==> config.mk <==
export PLATFORM = sky130hd
export DESIGN_NAME = temporal_decoder_flat
export DESIGN_NICKNAME = d
export VERILOG_FILES = /design/src/rtl/tlut_pkg.sv /design/src/rtl/temporal_decoder_if.sv /design/src/rtl/tlut_window_counter.sv /design/src/rtl/temporal_decoder.sv /design/src/flat_wrapper.sv
export SDC_FILE = /design/constraint.sdc
export NUM_CORES = 1
export LEC_CHECK = 0
export ABC_AREA = 1
export CORE_AREA = 2 2 51 43
export CTS_BUF_LIST = sky130_fd_sc_hd__clkbuf_4 sky130_fd_sc_hd__clkbuf_8
export CTS_CLUSTER_DIAMETER = 100
export DETAILED_ROUTE_END_ITERATION = 7
export DIE_AREA = 0 0 53 45
export GPL_TIMING_DRIVEN = 0
export HOLD_SLACK_MARGIN = 0.12
export PLACE_DENSITY = 0.66
export SKIP_CTS_REPAIR_TIMING = 1
export SLEW_MARGIN = 40
export SYNTH_ARGS = -nofsm -noshare
export SYNTH_HDL_FRONTEND = slang
export SYNTH_SLANG_ARGS = --single-unit
==> constraint.sdc <==
create_clock -name clk -period 1.78 [get_ports clk]
set_clock_uncertainty 0.2 [all_clocks]
set_input_delay 0.534 -clock clk [delete_from_list [all_inputs] [get_ports clk]]
set_output_delay 0.534 -clock clk [all_outputs]
set_load 0.03 [all_outputs]
==> src/rtl/tlut_pkg.sv <==
// Shared definitions for the tLUT temporal-coding datapath: decoder FSM states
// and the observation-window length that encoder and decoder must agree on.
package tlut_pkg;

   typedef enum logic [1:0] {DEC_IDLE, DEC_COUNT, DEC_HOLD} dec_state_t;

   // A DATA_WIDTH-bit value v is sent as v high cycles out of 2^DATA_WIDTH - 1.
   function automatic int window_len(input int data_width);
      return (1 << data_width) - 1;
   endfunction

endpackage

==> src/rtl/temporal_decoder_if.sv <==
// Stream-in / result-out signal bundle of the temporal decoder.
interface temporal_decoder_if #(
   parameter int DATA_WIDTH = 4
);

   logic                  start;
   logic                  in_bit;
   logic                  busy;
   logic                  out_valid;
   logic                  out_ready;
   logic [DATA_WIDTH-1:0] out_data;
   logic                  out_err;

   modport master (
      input  start, in_bit, out_ready,
      output busy, out_valid, out_data, out_err
   );

   modport slave (
      output start, in_bit, out_ready,
      input  busy, out_valid, out_data, out_err
   );

endinterface

==> src/rtl/tlut_window_counter.sv <==
// Clear/enable up-counter over one temporal window; tc marks the enabled cycle
// that completes the W-th count.
module tlut_window_counter
   import tlut_pkg::*;
#(
   parameter int DATA_WIDTH = 4
) (
   input  logic                  clk,
   input  logic                  rst_n,
   input  logic                  clr,
   input  logic                  en,
   output logic [DATA_WIDTH-1:0] cnt,
   output logic                  tc
);

   localparam int                    W        = window_len(DATA_WIDTH);
   localparam logic [DATA_WIDTH-1:0] LAST_VAL = DATA_WIDTH'(W - 1);

   logic [DATA_WIDTH-1:0] cnt_q;
   logic [DATA_WIDTH-1:0] cnt_d;

   // NOTE: every always_comb output gets a default first so no path can infer a latch.
   always_comb begin
      cnt_d = cnt_q;
      if (clr) begin
         cnt_d = '0;
      end else if (en) begin
         cnt_d = cnt_q + 1'b1;
      end
   end

   // NOTE: state is updated only with non-blocking assignments so all flops sample together.
   always_ff @(posedge clk or negedge rst_n) begin
      if (!rst_n) begin
         cnt_q <= '0;
      end else begin
         cnt_q <= cnt_d;
      end
   end

   assign cnt = cnt_q;
   assign tc  = en && (cnt_q == LAST_VAL);

endmodule

==> src/rtl/temporal_decoder.sv <==
// Temporal (unary/thermometer) stream to binary decoder: counts high cycles over
// a W-cycle window after start and hands the count out on a valid/ready port.
module temporal_decoder
   import tlut_pkg::*;
#(
   parameter int DATA_WIDTH   = 4,
   parameter bit CHECK_THERMO = 1'b1
) (
   input  logic                 clk,
   input  logic                 rst_n,
   temporal_decoder_if.master   dif
);

   dec_state_t            state_q, state_d;
   logic [DATA_WIDTH-1:0] ones_q, ones_d;
   logic                  seen_zero_q, seen_zero_d;
   logic                  err_q, err_d;
   logic                  busy_q, busy_d;
   logic                  out_valid_q, out_valid_d;
   logic [DATA_WIDTH-1:0] out_data_q, out_data_d;
   logic                  out_err_q, out_err_d;

   logic [DATA_WIDTH-1:0] ones_next;
   logic                  err_next;
   logic [DATA_WIDTH-1:0] cyc_cnt;
   logic                  cyc_tc;

   tlut_window_counter #(.DATA_WIDTH(DATA_WIDTH)) u_cyc_cnt (
      .clk   (clk),
      .rst_n (rst_n),
      .clr   (state_q != DEC_COUNT),
      .en    (state_q == DEC_COUNT),
      .cnt   (cyc_cnt),
      .tc    (cyc_tc)
   );

   always_comb begin
      ones_next   = ones_q + DATA_WIDTH'(dif.in_bit);
      // A one after any zero breaks the thermometer shape.
      err_next    = CHECK_THERMO ? (err_q | (seen_zero_q & dif.in_bit)) : 1'b0;

      state_d     = state_q;
      ones_d      = '0;
      seen_zero_d = 1'b0;
      err_d       = 1'b0;
      out_valid_d = out_valid_q;
      out_data_d  = out_data_q;
      out_err_d   = out_err_q;

      unique case (state_q)
         DEC_IDLE: begin
            if (dif.start) state_d = DEC_COUNT;
         end
         DEC_COUNT: begin
            ones_d      = ones_next;
            seen_zero_d = seen_zero_q | ~dif.in_bit;
            err_d       = err_next;
            if (cyc_tc) begin
               state_d     = DEC_HOLD;
               out_valid_d = 1'b1;
               out_data_d  = ones_next;
               out_err_d   = err_next;
            end
         end
         DEC_HOLD: begin
            if (dif.out_ready) begin
               out_valid_d = 1'b0;
               state_d     = dif.start ? DEC_COUNT : DEC_IDLE;
            end
         end
         default: state_d = DEC_IDLE;
      endcase

      busy_d = (state_d != DEC_IDLE);
   end

   always_ff @(posedge clk or negedge rst_n) begin
      if (!rst_n) begin
         state_q     <= DEC_IDLE;
         ones_q      <= '0;
         seen_zero_q <= 1'b0;
         err_q       <= 1'b0;
         busy_q      <= 1'b0;
         out_valid_q <= 1'b0;
         out_data_q  <= '0;
         out_err_q   <= 1'b0;
      end else begin
         state_q     <= state_d;
         ones_q      <= ones_d;
         seen_zero_q <= seen_zero_d;
         err_q       <= err_d;
         busy_q      <= busy_d;
         out_valid_q <= out_valid_d;
         out_data_q  <= out_data_d;
         out_err_q   <= out_err_d;
      end
   end

   // The popcount can never exceed the number of cycles sampled so far.
   a_ones_le_cycles: assert property (@(posedge clk) disable iff (!rst_n) ones_q <= cyc_cnt);

   assign dif.busy      = busy_q;
   assign dif.out_valid = out_valid_q;
   assign dif.out_data  = out_data_q;
   assign dif.out_err   = out_err_q;

endmodule
==> src/flat_wrapper.sv <==
// flat-port wrapper written by rule: the top's interface ports become plain ports
module temporal_decoder_flat import tlut_pkg::*;
#(
   parameter int DATA_WIDTH   = 4,
   parameter bit CHECK_THERMO = 1'b1
)
  (clk, rst_n, dif_start, dif_in_bit, dif_out_ready, dif_busy, dif_out_valid, dif_out_data, dif_out_err);
  temporal_decoder_if #(.DATA_WIDTH(DATA_WIDTH)) dif_i ();
  input  logic clk;
  input  logic rst_n;
  input wire logic [$bits(dif_i.start)-1:0] dif_start;
  input wire logic [$bits(dif_i.in_bit)-1:0] dif_in_bit;
  input wire logic [$bits(dif_i.out_ready)-1:0] dif_out_ready;
  output wire logic [$bits(dif_i.busy)-1:0] dif_busy;
  output wire logic [$bits(dif_i.out_valid)-1:0] dif_out_valid;
  output wire logic [$bits(dif_i.out_data)-1:0] dif_out_data;
  output wire logic [$bits(dif_i.out_err)-1:0] dif_out_err;
  assign dif_i.start = dif_start;
  assign dif_i.in_bit = dif_in_bit;
  assign dif_i.out_ready = dif_out_ready;
  assign dif_busy = dif_i.busy;
  assign dif_out_valid = dif_i.out_valid;
  assign dif_out_data = dif_i.out_data;
  assign dif_out_err = dif_i.out_err;
  temporal_decoder #(.DATA_WIDTH(DATA_WIDTH), .CHECK_THERMO(CHECK_THERMO)) u_core (.clk(clk), .rst_n(rst_n), .dif(dif_i));
endmodule
==> qor.txt <==
status -> complete, no violations
total number of vias -> 553
Post-Syn Area -> 811 um2
area grow syn2layout -> 23.5%
Die Width -> 53 um
Starting DRT DRC Count -> 10
post-route cell area -> 1000 um2
RePlAce Congestion -> 0.723
max-cap violations -> 0
Seq cells post-synth -> 19
synth unique cells -> 18
Synth area leader -> dfrtp_1
number of synthesized flops with an enable pin -> 0
CP required -> 1780 ps
GR Util All Layers -> 13.9%
Final #Nets -> 111
routed len/inst -> 10.6 um
Synth top cells by count -> 24 x nand2_1, 19 x dfrtp_1, 10 x inv_1, 10 x nor2_1
first-pass GRT wire length -> 2200 um
Max Used Layer -> met4
largest net degree at the start of global routing -> 20
die height -> 45 um
Async S/R FF share, synth -> 100%
Synth area leaders -> dfrtp_1 59%, nand2_1 11%, ha_1 6.2%, inv_1 4.6%, nor2_1 4.6%
worst hold slack -> 272 ps
CORE AREA -> 1840 um2
most common cell in the netlist -> nand2_1
worst slew pin tran -> 420 ps
max-slew violation count -> 0
Final Cycle Share -> 96.8%
clk sinks -> 19
RR Startpoint -> u_core.u_cyc_cnt.cnt[0]
Final Hold Fails -> 0
RSZ-0062 raised after global routing -> no
Seq/Total Area, Yosys -> 58.6%
Leakage -> 0.535 nW
CTS tree -> yes
crit-path max FO -> 3
setup TNS -> 0 ps
Setup WS pre-CTS -> -255 ps
capturing point of the worst reg2reg path -> u_core.dif.out_data[2]
PortBufs -> 11
min-delay src -> u_core.dif.out_data[0]
Worst-path clk slew -> 110 ps
Reg power frac -> 45.7%
full die area -> 2390 um2
share of the synthesized area in the top cell type -> 58.6%
deepest clock path buffer count -> 2
relative slew slack -> 72.0%
vias in the first global route -> 492
Vias/cell -> 4.42
Net Sw Power -> 614 uW
FP Rows -> 14
hold path depth -> 2
Hold Path Sink -> u_core.dif.out_data[0]
clock share of power -> 13.7%
critical path type -> in -> reg
depth of the most critical reg-to-reg path -> 7
root buffer cell -> clkbuf_4
combinational power share -> 40.6%
Overall Power -> 1.57 mW
Post-Syn Instances -> 85
switching share of power -> 39.2%
starting density of the core -> 44.1%
worst skew pair latency -> 300 ps
ys flop type -> dfrtp_1
Final min period -> 1720 ps
post-route met1 wirelength -> 635 um
residual DRC count -> 0
Worst Path Arrival -> 1720 ps
H-Tree Depth -> 1
fmax -> 0.580 GHz
Critical Path Start Type -> primary input
Max rail drop VDD -> 0.000701 V
Overflow after GRT -> 0
yosys warns -> 0
I/O pin count -> 12
met2 wire length -> 575 um
HP Class -> reg -> reg
TritonCTS Buffers -> 3
Pwr Density -> 1570 nW/um2
dpl hpwl -> 955 um
# diodes -> 0
Cell Area, Placed -> 946 um2
ANT nets after route -> 0
Layout fillers -> 178
layout cells sized above 1 -> 10.9%
Routed WL -> 1330 um
initial antenna violation count -> 0
DRT Pass-1 Iters -> 4
final setup violation count -> 0
Power Internal -> 954 uW
syn nets -> 94
met3 WL post-DR -> 88 um
setup ws final -> 56.3 ps
nature of the critical path endpoint -> register
synthesized area per cell -> 9.54 um2
reg2reg setup slack -> 320 ps
==> power groups by stage <==
stage | Sequential [mW] | Clock [mW] | Combinational, mW
after global placement | 0.719 | 0 | 0.642
after floorplan | 0.844 | 0 | 0.307
after detailed placement | 0.728 | 0 | 0.653
after global routing | 0.737 | 0.243 | 0.716
after CTS | 0.719 | 0.228 | 0.655
final | 0.716 | 0.215 | 0.636
==> worst max path at each step <==
stage	startpoint	endpoint	slack [ps]	cells past startpoint
floorplan	dif_in_bit	u_core.ones_q[2]	270	4
global placement	dif_in_bit	u_core.ones_q[2]	-260	5
detailed placement	dif_in_bit	u_core.ones_q[2]	-250	5
CTS	u_core.dif.out_err	dif_out_err	-320	1
global route	dif_in_bit	u_core.dif.out_data[2]	6	6
finish	dif_in_bit	u_core.ones_q[2]	60	5
==> critical path: stages <==
cell             delay [ps]
clkdlybuf4s50_1         450
ha_1                    260
ha_1                    200
xor2_1                  140
and2_1                  130
==> per-stage QoR <==
stage	instances	util, %
6_report	125	54.4
3_5_place_dp	120	51.4
5_1_grt	125	54.4
3_3_place_gp	120	51.7
4_1_cts	124	52.9
2_1_floorplan	85	-
==> placed cells by master (no fill, tap or decap), types with 2 or more instances in the layout <==
master            n
nand3_1           4
nand2_1          24
dfrtp_1          19
ha_1              4
and2_1            2
clkdlybuf4s50_1   3
inv_1            10
clkbuf_4          3
nor2_1           10
dlymetal6s2s_1    7
inv_2             2
==> layout make-up <==
cell class                 instances  area, um2  area share (%)
clock inverter                     1       5.00           0.500
inverter                          12       45.0            4.50
timing repair buffer              12        133            13.2
tap                               24       30.0            3.00
multi-input combinational         54        290            29.0
clock buffer                       3       22.5            2.25
sequential                        19        475            47.5
==> routing by layer <==
layer | GRT usage (%) | up-vias
li1 | - | 291
met1 | 17.6 | 246
met2 | 20.0 | 11
met3 | 5.96 | 5
met4 | 7.69 | 0
met5 | 0 | -
==> state kept, by name (all words and copies together) (netlist names) <==
| signal | flops |
|---|---|
| u_core.dif.out_data | 4 |
| u_core.ones_q | 4 |
| u_core.u_cyc_cnt.cnt | 4 |
| u_core.state_q | 2 |
| u_core.dif.busy | 1 |
| u_core.dif.out_err | 1 |
| u_core.dif.out_valid | 1 |
| u_core.err_q | 1 |
| u_core.seen_zero_q | 1 |
==> cells by family after synthesis <==
| family | share of synthesized area [%] |
|---|---|
| compound gates | 2.16 |
| buf+inv | 5.56 |
| flops | 58.6 |
| simple gates | 25.3 |
| fa+ha+maj | 6.17 |
| xor+xnor | 2.16 |
No activity file was read; power rests on OpenSTA's default activity.
